--- src/rtl/core_pkg.sv ---
// core_pkg
//  Shared definitions for the 16-bit RISC core decode path.
//  - Opcode numbering, identical to the ALU's opcode input.
//  - Instruction field bit positions.
//  - Decoded-instruction bus layout {aluop, rd, ra, rb, imm, reg_we, is_branch}.
//  - Helpers: opcode legality check and the combinational field decoder.
package core_pkg;

   localparam int IW      = 16;
   localparam int RAW     = 3;
   localparam int IMM_W   = 8;
   localparam int OPC_W   = 4;
   localparam int ALUOP_W = OPC_W + 1;

   localparam logic [OPC_W-1:0] OPC_ADD  = 4'd0;
   localparam logic [OPC_W-1:0] OPC_SUB  = 4'd1;
   localparam logic [OPC_W-1:0] OPC_OR   = 4'd2;
   localparam logic [OPC_W-1:0] OPC_AND  = 4'd3;
   localparam logic [OPC_W-1:0] OPC_XOR  = 4'd4;
   localparam logic [OPC_W-1:0] OPC_NOT  = 4'd5;
   localparam logic [OPC_W-1:0] OPC_LOAD = 4'd8;
   localparam logic [OPC_W-1:0] OPC_CMP  = 4'd9;
   localparam logic [OPC_W-1:0] OPC_SHL  = 4'd10;
   localparam logic [OPC_W-1:0] OPC_SHR  = 4'd11;
   localparam logic [OPC_W-1:0] OPC_JMPA = 4'd12;
   localparam logic [OPC_W-1:0] OPC_JMPR = 4'd13;

   localparam int OPC_MSB  = 15;
   localparam int OPC_LSB  = 12;
   localparam int RD_MSB   = 11;
   localparam int RD_LSB   = 9;
   localparam int FLAG_BIT = 8;
   localparam int RA_MSB   = 7;
   localparam int RA_LSB   = 5;
   localparam int RB_MSB   = 4;
   localparam int RB_LSB   = 2;
   localparam int IMM_MSB  = 7;
   localparam int IMM_LSB  = 0;

   typedef struct packed {
      logic [ALUOP_W-1:0] aluop;
      logic [RAW-1:0]     rd;
      logic [RAW-1:0]     ra;
      logic [RAW-1:0]     rb;
      logic [IMM_W-1:0]   imm;
      logic               reg_we;
      logic               is_branch;
   } dec_instr_t;

   localparam int DEC_W = $bits(dec_instr_t);

   function automatic logic opc_is_legal(input logic [OPC_W-1:0] opc);
      logic legal;
      case (opc)
         OPC_ADD, OPC_SUB, OPC_OR, OPC_AND, OPC_XOR, OPC_NOT,
         OPC_LOAD, OPC_CMP, OPC_SHL, OPC_SHR, OPC_JMPA, OPC_JMPR: legal = 1'b1;
         default:                                                legal = 1'b0;
      endcase
      return legal;
   endfunction

   function automatic logic opc_is_branch(input logic [OPC_W-1:0] opc);
      return (opc == OPC_JMPA) || (opc == OPC_JMPR);
   endfunction

   // Fields overlap on purpose: imm shares bits with rA/rB, the consumer
   // picks whichever its opcode needs.
   function automatic dec_instr_t decode_instr(input logic [IW-1:0] instr);
      dec_instr_t d;
      logic [OPC_W-1:0] opc;
      opc         = instr[OPC_MSB:OPC_LSB];
      d.aluop     = {opc, instr[FLAG_BIT]};
      d.rd        = instr[RD_MSB:RD_LSB];
      d.ra        = instr[RA_MSB:RA_LSB];
      d.rb        = instr[RB_MSB:RB_LSB];
      d.imm       = instr[IMM_MSB:IMM_LSB];
      d.is_branch = opc_is_branch(opc);
      d.reg_we    = opc_is_legal(opc) && !opc_is_branch(opc);
      return d;
   endfunction

endpackage

--- src/rtl/instr_decode_stage_if.sv ---
// instr_decode_stage_if
//  Bundles the fetch-side and issue-side handshakes of the decode stage.
//  - I_instr / I_instr_valid / O_instr_ready : instruction stream from fetch
//  - I_flush                                 : taken-branch flush
//  - O_dec_valid / I_dec_ready               : decoded stream toward issue
//  - O_aluop, O_rD, O_rA, O_rB, O_imm,
//    O_reg_we, O_is_branch                   : decoded fields
//  - O_illegal, O_illegal_cnt                : illegal-opcode pulse and count
//  Modports: slave = decode stage, master = the fetch/issue side driving it.
interface instr_decode_stage_if #(parameter int CNT_W = 8);
   import core_pkg::*;

   logic [IW-1:0]      I_instr;
   logic               I_instr_valid;
   logic               O_instr_ready;
   logic               I_flush;
   logic               O_dec_valid;
   logic               I_dec_ready;
   logic [ALUOP_W-1:0] O_aluop;
   logic [RAW-1:0]     O_rD;
   logic [RAW-1:0]     O_rA;
   logic [RAW-1:0]     O_rB;
   logic [IMM_W-1:0]   O_imm;
   logic               O_reg_we;
   logic               O_is_branch;
   logic               O_illegal;
   logic [CNT_W-1:0]   O_illegal_cnt;

   modport slave (
      input  I_instr, I_instr_valid, I_flush, I_dec_ready,
      output O_instr_ready, O_dec_valid, O_aluop, O_rD, O_rA, O_rB, O_imm,
             O_reg_we, O_is_branch, O_illegal, O_illegal_cnt
   );

   modport master (
      output I_instr, I_instr_valid, I_flush, I_dec_ready,
      input  O_instr_ready, O_dec_valid, O_aluop, O_rD, O_rA, O_rB, O_imm,
             O_reg_we, O_is_branch, O_illegal, O_illegal_cnt
   );

endinterface

--- src/rtl/skid_buf2.sv ---
// skid_buf2
//  Generic 2-entry valid/ready buffer: an output (main) register plus one
//  skid register. in_ready is registered and equals "skid empty", so no
//  combinational path exists from out_ready or in_valid to in_ready.
//  Ports:
//  - clk, srst          : clock, synchronous active-high reset
//  - flush              : drop both entries, accept again next cycle
//  - in_valid/in_data/in_ready    : upstream handshake
//  - out_valid/out_data/out_ready : downstream handshake (out_data = main)
module skid_buf2 #(
   parameter int W = 8
) (
   input  logic         clk,
   input  logic         srst,
   input  logic         flush,
   input  logic         in_valid,
   input  logic [W-1:0] in_data,
   output logic         in_ready,
   output logic         out_valid,
   output logic [W-1:0] out_data,
   input  logic         out_ready
);

   logic         main_valid_reg, main_valid_next;
   logic [W-1:0] main_data_reg, main_data_next;
   logic         skid_valid_reg, skid_valid_next;
   logic [W-1:0] skid_data_reg, skid_data_next;
   logic         ready_reg;
   logic         push;
   logic         main_free;

   assign push      = in_valid & ready_reg;
   // Main can take new data if it is empty or being consumed this cycle.
   assign main_free = !main_valid_reg | out_ready;

   always_comb begin
      main_valid_next = main_valid_reg;
      main_data_next  = main_data_reg;
      skid_valid_next = skid_valid_reg;
      skid_data_next  = skid_data_reg;
      if (main_free) begin
         if (skid_valid_reg) begin
            // Oldest entry first; push cannot coincide since ready is low.
            main_valid_next = 1'b1;
            main_data_next  = skid_data_reg;
            skid_valid_next = 1'b0;
         end else if (push) begin
            main_valid_next = 1'b1;
            main_data_next  = in_data;
         end else begin
            main_valid_next = 1'b0;
         end
      end else if (push) begin
         skid_valid_next = 1'b1;
         skid_data_next  = in_data;
      end
   end

   always_ff @(posedge clk) begin
      if (srst) begin
         main_valid_reg <= 1'b0;
         main_data_reg  <= '0;
         skid_valid_reg <= 1'b0;
         skid_data_reg  <= '0;
         ready_reg      <= 1'b0;
      end else if (flush) begin
         main_valid_reg <= 1'b0;
         skid_valid_reg <= 1'b0;
         ready_reg      <= 1'b1;
      end else begin
         main_valid_reg <= main_valid_next;
         main_data_reg  <= main_data_next;
         skid_valid_reg <= skid_valid_next;
         skid_data_reg  <= skid_data_next;
         ready_reg      <= !skid_valid_next;
      end
   end

   assign in_ready  = ready_reg;
   assign out_valid = main_valid_reg;
   assign out_data  = main_data_reg;

endmodule

--- src/rtl/instr_decode_stage.sv ---
// instr_decode_stage
//  Decode stage of the 16-bit RISC core, between fetch and the ALU.
//  Splits each accepted instruction into ALU opcode, register selects and
//  immediate, and queues the result in a 2-entry skid buffer. Illegal opcodes
//  are accepted but dropped and counted; a flush empties the buffer and
//  discards anything accepted in the same cycle.
//  Ports:
//  - I_clk : clock, posedge
//  - I_rst : synchronous active-high reset (overrides flush)
//  - bus   : instr_decode_stage_if.slave (fetch handshake, flush,
//            decoded-output handshake, fields, illegal pulse/count)
module instr_decode_stage
   import core_pkg::*;
#(
   parameter int CNT_W = 8
) (
   input logic                  I_clk,
   input logic                  I_rst,
   instr_decode_stage_if.slave  bus
);

   logic [OPC_W-1:0] opc;
   logic             legal;
   logic             instr_ready;
   logic             accept;
   logic             buf_in_valid;
   logic             illegal_hit;
   logic             buf_out_valid;
   dec_instr_t       dec_in;
   logic [DEC_W-1:0] dec_out_bits;
   dec_instr_t       dec_out;
   logic             illegal_reg;
   logic [CNT_W-1:0] illegal_cnt_reg;

   assign opc    = bus.I_instr[OPC_MSB:OPC_LSB];
   assign legal  = opc_is_legal(opc);
   assign dec_in = decode_instr(bus.I_instr);
   assign accept = bus.I_instr_valid & instr_ready;

   // Only legal, non-flushed instructions reach the buffer.
   assign buf_in_valid = bus.I_instr_valid & legal & !bus.I_flush;
   assign illegal_hit  = accept & !legal & !bus.I_flush;

   skid_buf2 #(.W(DEC_W)) u_buf (
      .clk       (I_clk),
      .srst      (I_rst),
      .flush     (bus.I_flush),
      .in_valid  (buf_in_valid),
      .in_data   (dec_in),
      .in_ready  (instr_ready),
      .out_valid (buf_out_valid),
      .out_data  (dec_out_bits),
      .out_ready (bus.I_dec_ready)
   );

   assign dec_out = dec_instr_t'(dec_out_bits);

   always_ff @(posedge I_clk) begin
      if (I_rst) begin
         illegal_reg     <= 1'b0;
         illegal_cnt_reg <= '0;
      end else begin
         illegal_reg <= illegal_hit;
         if (illegal_hit && (illegal_cnt_reg != {CNT_W{1'b1}})) begin
            illegal_cnt_reg <= illegal_cnt_reg + CNT_W'(1);
         end
      end
   end

   assign bus.O_instr_ready = instr_ready;
   assign bus.O_dec_valid   = buf_out_valid;
   assign bus.O_aluop       = dec_out.aluop;
   assign bus.O_rD          = dec_out.rd;
   assign bus.O_rA          = dec_out.ra;
   assign bus.O_rB          = dec_out.rb;
   assign bus.O_imm         = dec_out.imm;
   assign bus.O_reg_we      = dec_out.reg_we;
   assign bus.O_is_branch   = dec_out.is_branch;
   assign bus.O_illegal     = illegal_reg;
   assign bus.O_illegal_cnt = illegal_cnt_reg;

endmodule

--- src/flat_wrapper.sv ---
// flat-port wrapper written by rule: the top's interface ports become plain ports
module instr_decode_stage_flat import core_pkg::*;
#(
   parameter int CNT_W = 8
)
  (I_clk, I_rst, bus_I_instr, bus_I_instr_valid, bus_I_flush, bus_I_dec_ready, bus_O_instr_ready, bus_O_dec_valid, bus_O_aluop, bus_O_rD, bus_O_rA, bus_O_rB, bus_O_imm, bus_O_reg_we, bus_O_is_branch, bus_O_illegal, bus_O_illegal_cnt);
  instr_decode_stage_if #(.CNT_W(CNT_W)) bus_i ();
  input logic I_clk;
  input logic I_rst;
  input wire logic [$bits(bus_i.I_instr)-1:0] bus_I_instr;
  input wire logic [$bits(bus_i.I_instr_valid)-1:0] bus_I_instr_valid;
  input wire logic [$bits(bus_i.I_flush)-1:0] bus_I_flush;
  input wire logic [$bits(bus_i.I_dec_ready)-1:0] bus_I_dec_ready;
  output wire logic [$bits(bus_i.O_instr_ready)-1:0] bus_O_instr_ready;
  output wire logic [$bits(bus_i.O_dec_valid)-1:0] bus_O_dec_valid;
  output wire logic [$bits(bus_i.O_aluop)-1:0] bus_O_aluop;
  output wire logic [$bits(bus_i.O_rD)-1:0] bus_O_rD;
  output wire logic [$bits(bus_i.O_rA)-1:0] bus_O_rA;
  output wire logic [$bits(bus_i.O_rB)-1:0] bus_O_rB;
  output wire logic [$bits(bus_i.O_imm)-1:0] bus_O_imm;
  output wire logic [$bits(bus_i.O_reg_we)-1:0] bus_O_reg_we;
  output wire logic [$bits(bus_i.O_is_branch)-1:0] bus_O_is_branch;
  output wire logic [$bits(bus_i.O_illegal)-1:0] bus_O_illegal;
  output wire logic [$bits(bus_i.O_illegal_cnt)-1:0] bus_O_illegal_cnt;
  assign bus_i.I_instr = bus_I_instr;
  assign bus_i.I_instr_valid = bus_I_instr_valid;
  assign bus_i.I_flush = bus_I_flush;
  assign bus_i.I_dec_ready = bus_I_dec_ready;
  assign bus_O_instr_ready = bus_i.O_instr_ready;
  assign bus_O_dec_valid = bus_i.O_dec_valid;
  assign bus_O_aluop = bus_i.O_aluop;
  assign bus_O_rD = bus_i.O_rD;
  assign bus_O_rA = bus_i.O_rA;
  assign bus_O_rB = bus_i.O_rB;
  assign bus_O_imm = bus_i.O_imm;
  assign bus_O_reg_we = bus_i.O_reg_we;
  assign bus_O_is_branch = bus_i.O_is_branch;
  assign bus_O_illegal = bus_i.O_illegal;
  assign bus_O_illegal_cnt = bus_i.O_illegal_cnt;
  instr_decode_stage #(.CNT_W(CNT_W)) u_core (.I_clk(I_clk), .I_rst(I_rst), .bus(bus_i));
endmodule
--- config.mk ---
export PLATFORM = sky130hd
export DESIGN_NAME = instr_decode_stage_flat
export DESIGN_NICKNAME = d
export VERILOG_FILES = /design/src/rtl/core_pkg.sv /design/src/rtl/instr_decode_stage_if.sv /design/src/rtl/skid_buf2.sv /design/src/rtl/instr_decode_stage.sv /design/src/flat_wrapper.sv
export SDC_FILE = /design/constraint.sdc
export NUM_CORES = 1
export LEC_CHECK = 0
export CORE_MARGIN = 2
export CORE_UTILIZATION = 45
export CTS_CLUSTER_DIAMETER = 30
export CTS_CLUSTER_SIZE = 10
export DETAILED_ROUTE_END_ITERATION = 6
export DONT_BUFFER_PORTS = 1
export HOLD_SLACK_MARGIN = 0.06
export PLACE_DENSITY = 0.71
export SYNTH_ARGS = -nofsm -noshare
export SYNTH_HDL_FRONTEND = slang
export SYNTH_SLANG_ARGS = --single-unit
--- constraint.sdc ---
create_clock -name I_clk -period 1.6 [get_ports I_clk]
set_input_delay 0.32 -clock I_clk [delete_from_list [all_inputs] [get_ports I_clk]]
set_output_delay 0.32 -clock I_clk [all_outputs]
set_load 0.03 [all_outputs]
======== Word-level counts from Yosys, hierarchy flattened ========
Memories as Yosys holds them, arrays and structs flattened.
Index checks and enable logic that the tools add are counted.
storage, ports and cells
  register bits after elaboration ......... 60
  memory bits (read-only) ................. 32
  input port bits ......................... 21
  logic and storage cells ................. 41
  memories ................................ 2
cells by class
  $add $sub $neg .......................... 1
  equal/unequal tests ..................... 3
  multiplexer cells ....................... 7
  bitwise gates (word level) .............. 9
  reduce and logical (&&, ||, !) cells .... 12
memory list
  name              words  bits a word  read ports  clocked after memory_dff  wr ports  RTL line        source
  (name not given)  16     1            1           0                         0         core_pkg.sv:54  case (opc)
  (name not given)  16     1            1           0                         0         core_pkg.sv:54
operator list
  operator                                       number
  two-way mux 24 bit                             2
  adder 8 x 1 -> 8 bit (second input constant)   1
  == test 4 bit (second input constant)          2
  inequality test 8 bit (second input constant)  1
  bitwise AND 1 bit                              6
  AND reduction 3 bit                            2
  zero test 1 bit                                5
  two-way mux 1 bit                              5
  logical AND 1 bit                              2
  inverter 1 bit                                 2
  nonzero test 2 bit                             1
  OR reduction 2 bit                             1
  logical OR 1 bit                               1
  OR 1 bit                                       1

======== Depth between registers and ports, before layout ========
Gate-level depths: netlist of run 1.
An unclocked memory read counts as a cell.
  depth after elaboration ................. 8
  gate-level depth with buffers ........... 6
  depth with buffers taken out ............ 5

======== Cells and area by module ========
Synthesis of run 1 repeated with hierarchy kept, for this count alone.
second synthesis, totals
  cell total of the unflattened synthesis .. 281
  area, all modules ....................... 2915.3 um2
modules (own cells, without submodules)
  module              instances  cells each  area an instance (um2)  sequential area each (um2)
  skid_buf2           1          229         2464.9                  1021.0
  instr_decode_stage  1          52          450.4                   180.2

======== Worst setup path before layout of run 1 ========
No wires, ideal clock.
  kind .................................... register -> register
  from .................................... register u_core.illegal_cnt_reg[0] (netlist: u_core.bus.O_illegal_cnt[0])
  to ...................................... register u_core.illegal_cnt_reg[1] (netlist: u_core.bus.O_illegal_cnt[1])
  setup time .............................. 0.128 ns
  data arrival time ....................... 1.516 ns
  required time ........................... 1.472 ns
  path slack .............................. -0.044 ns
  stages on the path, launching flop included .. 6
  path buffers ............................ 0
  clock period less this slack ............ 1.644 ns
  cells stage by stage .................... dfxtp_1 ha_1 nand3_1 o211ai_1 mux2i_1 nor2_1
on the way
  longest elaborated chain between the ends .. 2
RTL lines
  item                                                          RTL line                  source
  from (decl)                                                   instr_decode_stage.sv:33  logic [CNT_W-1:0] illegal_cnt_reg;
  from (signal assigned)                                        instr_decode_stage.sv:65  illegal_cnt_reg <= illegal_cnt_reg + CNT_W'(1);
  branches (longest 2 deep; another with adder 8 x 1 -> 8 bit)  --
Several ways; the timed one is not identified.
A chain may end at the register's enable or synchronous reset.

======== Worst setup path in the final report of run 1 ========
  from .................................... register u_core.illegal_cnt_reg[1] (netlist: u_core.bus.O_illegal_cnt[1])
  to ...................................... register u_core.illegal_cnt_reg[1] (netlist: u_core.bus.O_illegal_cnt[1])
Same word-level chain as after synthesis.

==> summary.md, run 1 <==
| Metric | Value |
|---|---|
| Outcome | `finished, final reports clean` |
| Worst Path Class, Setup | `reg2reg` |
| Vias in the first global route | `between 1.5k and 2k` |
| RSZ-0062 raised after global routing | `no` |
| Htree depth | `2` |
| Routed WL | `4740 um` |
| First-pass GRT wire length | `7640 um` |
| Area Overhead vs Synth | `10.2%` |
| Post-synthesis xor/xnor area fraction | `1.62%` |
| Mean Syn Cell Area | `between 9 and 10 um^2` |
| DRT iter0 DRCs | `65` |
| DIE HEIGHT | `73.2 um` |
| Post-synthesis register bit count | `48` |
| Fin nets | `~270` |
| Final ANT Viol Nets | `0` |
| RD Place Congestion | `roughly 0.8` |
| Critical Path Source Type | `register` |
| DP Worst Slack | `between 0.1 and 0.15 ns` |
| Final Cell Area | `approximately 2400 um^2` |
| Leak | `0.778 nW` |
| Worst Hold Class | `in2reg` |
| Simple-Gate Fraction of Synth Area | `between 10% and 20%` |
| MaxCap Viol Count | `0` |
| Iteration count of the initial detailed-routing pass | `5` |
| Post-synth top area share | `44.5%` |
| Diode count | `0` |
| Routed vias | `between 1.5k and 2k` |
| Yosys top cell by area | `dfxtp_1` |
| Clk root buf | `clkbuf_8` |
| GRT Overall Usage | `~18%` |
| Post-cts sizing count | `0` |
| Synth top area cells | `dfxtp_1 (45%), a21oi_1 (9.0%), mux2i_1 (7.9%)` |
| Async SR Flop Fraction | `0%` |
| Final period utilization | `between 90% and 100%` |
| Rows | `25` |
| CTS tree | `yes` |
| Initial Utilization | `46.3%` |
| Warnings from Yosys | `0` |
| Tmin final | `around 1.5 ns` |
| Top FF cell, synth | `dfxtp_1` |
| Largest family of logic cells by synthesized area | `compound AO/OA/AOI/OAI gates` |
| Relative slew slack | `approximately 60%` |
| Synthesized area | `2160 um^2` |
| Max Fanout on Critical Path | `5` |
| Post-Synth Adder-Cell Area | `less than 1%` |
| Setup-failing EPs final | `0` |
| PD cells | `922 nW/um^2` |
| DIE AREA | `approximately 5400 um^2` |
| Crit path DAT | `roughly 1.7 ns` |
| Clk slew on worst S/H paths | `about 0.090 ns` |
| Largest net degree at the start of global routing | `slightly above 50` |
| Syn Inst Count | `roughly 230` |
| Setup TNS | `0 ns` |
| Sink Count | `48` |
| Utilization after layout | `between 50% and 60%` |
| Final HPWL DP | `about 3200 um` |
| Worst setup EP type | `register` |
| Peak VDD IR | `~0.00074 V` |
| Max Clock Skew | `around 0.007 ns` |
| Setup slack after layout | `between 0.1 and 0.15 ns` |
| Share of layout cells above drive strength 1 | `about a fifth` |
| CTS hold repair buffers | `0` |
| DP Area | `2280 um^2` |
| Worst-Skew Late Latency | `~0.30 ns` |
| Buffers inserted by post-CTS timing repair | `0` |
| Distinct cells, synth | `about 40` |
| Avg WL per Cell | `15.8 um` |
| Post-synthesis compound-gate area fraction | `21.1%` |
| Vias/cell | `~5.7` |
| Port buffer count | `0` |
| Remaining DRCs | `0` |
| Post-synth EDFFs | `0` |
| Syn_nets | `about 260` |
| CTS Buffer Depth | `2` |
| Hold slack | `0.0810 ns` |
| CTS Buf Count | `5` |
| Final hold vios | `0` |
| IO Count | `between 50 and 60` |
| Initial antenna violation count | `0` |
| Least-Margin Pin Slew | `0.599 ns` |
| Placeable core region | `roughly 4700 um^2` |
| Mux cell area share after synthesis | `roughly 7.9%` |
| Worst Path Required | `~1.8 ns` |
| Sequential area share after synthesis | `between 40 and 50%` |
| Fmax | `just under 0.7 GHz` |
| Remaining Overflow, GRT | `0` |
| Die X | `73.2 um` |
| Max-slew violations | `0` |
## cell usage after synthesis, types with 2 or more instances
cell,number
buf_2,5
a31o_2,3
nand2_1,38
nor2_1,9
mux2i_1,17
a211oi_1,19
nand3_1,3
clkbuf_1,5
nor3_1,3
buf_4,7
nand2b_1,3
buf_6,4
xor2_1,2
xnor2_1,2
dfxtp_1,48
nand4_1,3
a21oi_1,39
## layout by cell type, fill, tap and decap left out, drive strengths merged, types with 2 or more instances in the layout
master / synthesis / layout
dfxtp: 48 / 48
a21oi: 39 / 39
nand2: 39 / 39
buf: 16 / 24
a211oi: 19 / 19
mux2i: 17 / 17
nor2: 10 / 10
clkbuf: 5 / 6
nor3: 5 / 5
nand4: 3 / 3
nand3: 3 / 3
a31o: 3 / 3
nand2b: 3 / 3
xor2: 2 / 2
xnor2: 2 / 2
clkinvlp: 0 / 2
nor4: 2 / 2
o21ai: 2 / 2
## power by group
part	leakage [nW]	internal (W)	switching, W
Clock	0.0434	0.000350	0.000415
Sequential	0.390	0.00122	0.0000512
Combinational	0.345	0.0000610	0.0000935
Total	0.778	0.00163	0.000560
## stage by stage
stage               std cells  total power (W)
finish                    299          0.00219
global route              299          0.00227
CTS                       299          0.00220
detailed placement        291          0.00145
global placement          291          0.00145
floorplan                 234          0.00144
## worst paths after layout
check / slack [ns] / endpoint / cells past startpoint / from
setup / recovery: 0.13 / u_core.bus.O_illegal_cnt[1] / 5 / u_core.bus.O_illegal_cnt[1]
hold / removal: 0.08 / u_core.u_buf.skid_data_reg[0] / 1 / I_rst
setup reg to reg: 0.13 / u_core.bus.O_illegal_cnt[1] / 5 / u_core.bus.O_illegal_cnt[1]
hold reg to reg: 0.45 / u_core.u_buf.skid_data_reg[18] / 2 / u_core.u_buf.skid_data_reg[18]
## routing by layer
layer	wire (um)	track usage, %	vias up
met5	0	0	-
met4	108	8.02	0
met3	339	6.35	10
met2	2080	27.4	49
met1	2210	24.2	784
li1	-	-	851
## critical path, cell delays in order, from the launching register on
cell and delay, ns:
dfxtp_2 0.35, ha_1 0.25, nand3_1 0.16, o211ai_1 0.33, mux2i_1 0.23, nor2_1 0.05
## logic make-up after synthesis
family | Yosys count
compound gates | 70
xor+xnor | 4
fa+ha+maj | 1
buf+inv | 22
flops | 48
mux | 17
simple gates | 72
## final cells by class
cell class / instances / area (um^2)
clock inverters: 2 / 15.0
inverters: 1 / 3.75
multi-input cells: 164 / 1050
well taps: 54 / 67.6
fillers: 435 / 2280
clock buffers: 6 / 82.6
flip-flops and latches: 48 / 963
repair buffers: 24 / 193
(Power assumes the default switching activity.)
==> run 2: changes to the inputs <==
GPL_TIMING_DRIVEN = 0   (was default)
REMOVE_ABC_BUFFERS = 1   (was default)
==> run 2 against run 1 <==
Against the previous run:
- critical path depth down 1
- sequential share of layout area increased by 0.72 points
- sequential cell count unchanged
- first-iteration DRC count is 71% higher
- register-to-register slack lost 0.02 ns
- design area is 0.21% lower
- power is 7.2% higher
- combinational power shrank 23%
- worst hold slack got worse by 0.018 ns
- routed wire length rose by 2.8%
- fmax is 1.6% lower
- largest power group unchanged
- highest routed layer unchanged
==> summary.md, run 2 (same netlist as run 1, synthesis figures left out) <==
| Metric | Value |
|---|---|
| R2r setup slk | `0.10 ns (-0.02 ns)` |
| Critical Path Source Type | `register` |
| DP Area | `2080 um^2 (-8.6%)` |
| Clk slew on worst S/H paths | `0.09 ns (about the same)` |
| Clk root buf | `clkbuf_8` |
| Vias in the first global route | `1,465 (-7.6%)` |
| Hold path depth | `1 (unchanged)` |
| R2r worst-path depth | `4 (-1)` |
| First-pass GRT wire length | `7310 um (-4.3%)` |
| Diode count | `0 (unchanged)` |
| Avg WL per Cell | `17.3 um (+9.0%)` |
| Routed vias | `1,659 (-2.1%)` |
| CTS Buf Count | `5 (unchanged)` |
| IO Count | `56 (unchanged)` |
| Remaining Overflow, GRT | `0 (unchanged)` |
| Final hold vios | `0 (unchanged)` |
| DIE HEIGHT | `73.2 um (unchanged)` |
| Commonest non-fill, non-tap cell in the layout | `dfxtp_1` |
| Placed Cells | `267 (-8.2%)` |
| Iteration count of the initial detailed-routing pass | `4 (-1)` |
| Die X | `73.2 um (unchanged)` |
| Worst setup EP type | `register` |
| Worst Hold Launch | `I_rst` |
| DIE AREA | `5360 um^2 (unchanged)` |
| DRT iter0 DRCs | `111 (+71%)` |
| Port buffer count | `0 (unchanged)` |
| Max Fanout on Critical Path | `9 (+4)` |
| Max-slew violations | `0 (unchanged)` |
| Area Overhead vs Synth | `9.92%` |
| PD cells | `990 nW/um^2 (+7.5%)` |
| RSZ-0062 raised after global routing | `no` |
| FF-to-FF Start | `u_core.u_buf.out_valid` |
| Worst-Skew Late Latency | `0.31 ns (about the same)` |
| RD Place Congestion | `0.834 (+4.6%)` |
| Worst Path Required | `1.83 ns (+0.04 ns)` |
| Tmin final | `1.50 ns (+0.0238 ns)` |
| Hold EP | `u_core.u_buf.in_ready` |
| Final HPWL DP | `2830 um (-13%)` |
| Outcome | `finished, final reports clean` |
| Initial Utilization | `46.3% (unchanged)` |
| Fmax | `0.668 GHz (-1.6%)` |
| Rows | `25 (unchanged)` |
| Sink Count | `48 (unchanged)` |
| Vias/cell | `5.88 (+3.8%)` |
| Worst Path Class, Setup | `reg2reg` |
| Routed WL | `4870 um (+2.8%)` |
| CTS tree | `yes` |
| Final Cell Area | `2370 um^2 (-0.21%)` |
| GRT Overall Usage | `17.9% (-0.57 points)` |
| R2R Path End | `u_core.u_buf.out_data[12]` |
| Initial antenna violation count | `0 (unchanged)` |
| Worst Hold Class | `in2reg` |
| Max Clock Skew | `0.00772 ns (+0.000562 ns)` |
| Most frequent cells in the layout | `dfxtp_1 (40), a21oi_1 (39), nand2_1 (38)` |
| Fin nets | `249 (-6.4%)` |
| MaxCap Viol Count | `0 (unchanged)` |
| Hold slack | `0.0625 ns (-0.0185 ns)` |
| Least-Margin Pin Slew | `0.621 ns (+0.0220 ns)` |
| Crit path DAT | `1.72 ns (+0.05 ns)` |
| Largest net degree at the start of global routing | `51 (unchanged)` |
| # fillers | `426 (-2.1%)` |
| Share of layout cells above drive strength 1 | `15.8% (-3.4 points)` |
| Remaining DRCs | `0 (unchanged)` |
| Final ANT Viol Nets | `0 (unchanged)` |
| Htree depth | `2 (unchanged)` |
| Leak | `0.713 nW (-8.4%)` |
| Peak VDD IR | `0.000428 V (-42%)` |
| CTS Buffer Depth | `2 (unchanged)` |
| Placeable core region | `4660 um^2 (unchanged)` |
| Relative slew slack | `58.5% (-1.5 points)` |
| Fin cells | `282 (-5.7%)` |
| Setup-failing EPs final | `0 (unchanged)` |
| Final period utilization | `93.5% (+1.5 points)` |
## run 2: cell count changes in the layout (fill, tap and decap cells not counted), sizes merged
| cell | delta |
|---|---|
| dlygate4sd3 | +3 |
| buf | -21 |
| clkinvlp | -2 |
| bufinv | +1 |
| nor2 | +1 |
| clkinv | +1 |
## run 2: metrics by stage
stage	worst slack, ns	TNS (ns)	power (W)	utilization [%]
after floorplan	-0.320	-5.76	0.00140	-
after global placement	-0.963	-23.20	0.00142	44.7
after detailed placement	-1.04	-24.50	0.00143	44.7
after CTS	0.0377	0	0.00235	49.5
after global routing	0.000645	0	0.00243	50.9
final	0.104	0	0.00235	50.9
## run 2: timing repair
| action | CTS | global route |
|---|---|---|
| endpoints found under the setup margin | 42 | 25 |
| hold buffers | 0 | 3 |
| resized for setup | 14 | 6 |
| pin swaps | 3 | 2 |
| cloned | 0 | 1 |
| endpoints found under the hold margin | 0 | 7 |
| setup buffers | 3 | 0 |
## run 2: routing by layer
metal | GRT usage [%] | routed length (um) | up-vias
li1 | - | - | 816
met3 | 6.49 | 327 | 9
met5 | 0 | 0 | -
met4 | 6.79 | 82 | 0
met1 | 23.0 | 2160 | 787
met2 | 27.3 | 2300 | 47
## run 2: power breakdown
group	internal [W]	switching (W)
clock network	0.000511	0.000419
logic	0.0000537	0.0000663
registers	0.00121	0.0000843
total	0.00178	0.000569
## run 2: final cells by class
cell class / count / area (um^2) / area share [%]
clock buffers: 6 / 82.6 / 3.48
clock inverters: 2 / 38.8 / 1.64
inverters: 1 / 3.75 / 0.158
multi-input cells: 165 / 1110 / 46.8
flip-flops and latches: 48 / 978 / 41.3
well taps: 54 / 67.6 / 2.85
repair buffers: 6 / 90.1 / 3.80
## run 2: worst max-delay path by stage
stage	from	to	slack, ns	depth (start not counted)
3_5_place_dp	u_core.u_buf.skid_valid_reg	u_core.u_buf.out_data[15]	-1.04	3
2_1_floorplan	u_core.u_buf.skid_valid_reg	u_core.u_buf.out_data[0]	-0.32	3
5_1_grt	u_core.u_buf.out_valid	u_core.u_buf.skid_data_reg[2]	0.0006	6
3_3_place_gp	u_core.u_buf.skid_valid_reg	u_core.u_buf.out_data[0]	-0.96	3
4_1_cts	u_core.bus.O_illegal_cnt[4]	u_core.bus.O_illegal_cnt[1]	0.04	4
6_report	u_core.u_buf.out_valid	u_core.u_buf.out_data[12]	0.10	4
## run 2: worst max-delay path, stage by stage, from the launching register on
cell	delay [ns]
dfxtp_1	0.43
nor2b_4	0.22
nor2_2	0.41
a21oi_1	0.13
a211oi_1	0.23
==> run 3: changes to the inputs <==
PLACE_DENSITY = default   (was 0.71)
==> run 3 against run 2 <==
Against the previous run:
- sequential share of layout area grew 0.74 points
- utilization fell by 0.83 points
- worst hold slack better by 0.0069 ns
- critical path depth is the same
- cell count shrank 0.71%
- sequential cell count unchanged
- worst setup slack better by 0.032 ns
- clock skew is 0.0031 ns lower
- routed wire length down 0.62%
- via count fell by 1.7%
- power is 1.4% lower
- largest power group unchanged
- highest routed layer unchanged
==> summary.md, run 3 (same netlist as run 1, synthesis figures left out) <==
| Metric | Value |
|---|---|
| Outcome | `finished, final reports clean` |
| Avg WL per Cell | `17.3 um (about the same)` |
| Crit path buf inv count | `0 (unchanged)` |
| Peak VDD IR | `0.000627 V (+46%)` |
| Fmax | `0.683 GHz (+2.2%)` |
| GRT Overall Usage | `18.0% (+0.17 points)` |
| Worst-path cell chain | `nor2b_4, nor2_2, a21oi_1, a211oi_1` |
| Max Clock Skew | `0.00459 ns (-0.00313 ns)` |
| Clk root buf | `clkbuf_8` |
| Worst-Skew Late Latency | `0.30 ns (about the same)` |
| RD Place Congestion | `0.829 (-0.71%)` |
| Port buffer count | `0 (unchanged)` |
| Iteration count of the initial detailed-routing pass | `4 (unchanged)` |
| Hold slack | `0.0694 ns (+0.00693 ns)` |
| Final ANT Viol Nets | `0 (unchanged)` |
| Slowest CP cell | `dfxtp_1` |
| Fin nets | `247 (-0.80%)` |
| Worst Hold Launch | `I_rst` |
| Worst Path Class, Setup | `reg2reg` |
| Tmin final | `1.46 ns (-0.0321 ns)` |
| Worst Path Required | `1.83 ns (about the same)` |
| Final period utilization | `91.5% (-2.0 points)` |
| CP peak stage delay | `0.43 ns (about the same)` |
| Remaining DRCs | `0 (unchanged)` |
| FF/Latch Area | `980 um^2 (+0.13%)` |
| PD cells | `993 nW/um^2 (+0.22%)` |
| CTS Buffer Depth | `2 (unchanged)` |
| DIE AREA | `5360 um^2 (unchanged)` |
| Clk slew on worst S/H paths | `0.09 ns (about the same)` |
| Total power | `0.00231 W (-1.4%)` |
| CTS hold repair buffers | `0 (unchanged)` |
| Initial Utilization | `46.3% (unchanged)` |
| Sink Count | `48 (unchanged)` |
| DIE HEIGHT | `73.2 um (unchanged)` |
| Crit-path leading delay family | `simple AND/OR/NAND/NOR gates` |
| CTS Buf Count | `5 (unchanged)` |
| Routed WL | `4840 um (-0.62%)` |
| MaxCap Viol Count | `0 (unchanged)` |
| Crit path DAT | `1.69 ns (-0.03 ns)` |
| FF-to-FF Start | `u_core.u_buf.out_valid` |
| Remaining Overflow, GRT | `0 (unchanged)` |
| Die X | `73.2 um (unchanged)` |
| R2r worst-path depth | `4 (unchanged)` |
| Diode count | `0 (unchanged)` |
| Max Fanout on Critical Path | `9 (unchanged)` |
| DRT iter0 DRCs | `118 (+6.3%)` |
| First-pass GRT wire length | `7470 um (+2.2%)` |
| Crit. Startpoint | `u_core.u_buf.out_valid` |
| CTS tree | `yes` |
| DP Worst Slack | `-1.02 ns (+0.0158 ns)` |
| Rows | `25 (unchanged)` |
| Max-slew violations | `0 (unchanged)` |
| Setup-failing EPs final | `0 (unchanged)` |
| IO Count | `56 (unchanged)` |
| Vias in the first global route | `1,523 (+4.0%)` |
| # fillers | `441 (+3.5%)` |
| Final hold vios | `0 (unchanged)` |
| Worst setup EP type | `register` |
| Leak | `0.699 nW (-1.9%)` |
| Placeable core region | `4660 um^2 (unchanged)` |
| Critical Path Source Type | `register` |
| Share of layout cells above drive strength 1 | `16.8% (+1.0 points)` |
| Area Overhead vs Synth | `8.12%` |
| Relative slew slack | `58.8% (+0.22 points)` |
| Setup slack after layout | `0.136 ns (+0.0321 ns)` |
| RSZ-0062 raised after global routing | `no` |
| Final HPWL DP | `2770 um (-2.2%)` |
| Least-Margin Pin Slew | `0.618 ns (-0.00335 ns)` |
| Initial antenna violation count | `0 (unchanged)` |
| Htree depth | `2 (unchanged)` |
| Most frequent cells in the layout | `a21oi_1 (39), dfxtp_1 (39), nand2_1 (38)` |
| Multi-input logic area | `1110 um^2 (unchanged)` |
| Hold path depth | `1 (unchanged)` |
| CP Depth | `4 (unchanged)` |
| Worst Hold Class | `in2reg` |
| Routed vias | `1,630 (-1.7%)` |
| Largest net degree at the start of global routing | `51 (unchanged)` |
| Vias/cell | `5.82 (-1.0%)` |
-- run 3: final timing paths --
check / to / slack [ns]
worst max-delay path: u_core.u_buf.out_data[19] / 0.14
worst min-delay path: u_core.u_buf.skid_data_reg[2] / 0.07
worst max register to register: u_core.u_buf.out_data[19] / 0.14
worst min register to register: u_core.u_buf.skid_data_reg[2] / 0.45
-- run 3: cell type report --
cell class / instances / area share (%)
clock buffer: 5 / 2.95
timing repair buffer: 4 / 2.36
clock inverter: 3 / 2.04
inverter: 1 / 0.161
multi-input combinational: 165 / 47.6
sequential: 48 / 42.0
tap: 54 / 2.90
-- run 3: per-layer routing --
metal  track usage (%)  share of wire (%)  up-vias
met5                 0                  0        -
met4              6.79                1.4        0
met3              5.66                6.1        7
met2              25.7                 46       39
met1              25.4                 46      763
li1                  -                  -      821
-- run 3: per-stage QoR --
stage | TNS [ns] | area (um^2) | util (%) | cells
after floorplan | -5.76 | 2020 | - | 213
after global placement | -23.75 | 2080 | 44.7 | 267
after detailed placement | -24.75 | 2080 | 44.7 | 267
after CTS | 0 | 2290 | 49.2 | 279
after global routing | 0 | 2330 | 50.0 | 280
final | 0 | 2330 | 50.0 | 280
-- run 3: worst reg2reg max path: cells and delay by family, from the launching register on --
| family | cells | cell delay [ns] |
|---|---|---|
| AO/OA/AOI/OAI | 2 | 0.35 |
| AND/OR/NAND/NOR | 2 | 0.61 |
| flip-flops | 1 | 0.43 |
-- run 3: report_power, final --
part | internal, W | total (W) | switching (W)
Sequential | 0.00121 | 0.00130 | 0.0000839
Combinational | 0.0000491 | 0.000111 | 0.0000618
Clock | 0.000471 | 0.000906 | 0.000435
-- run 3: repair_timing --
item | 4_1_cts | 5_1_grt
gates resized for setup | 11 | 10
hold endpoints to repair | 0 | 13
gates cloned | 0 | 1
setup buffers | 4 | 0
setup endpoints to repair | 42 | 26
pin swaps | 3 | 1
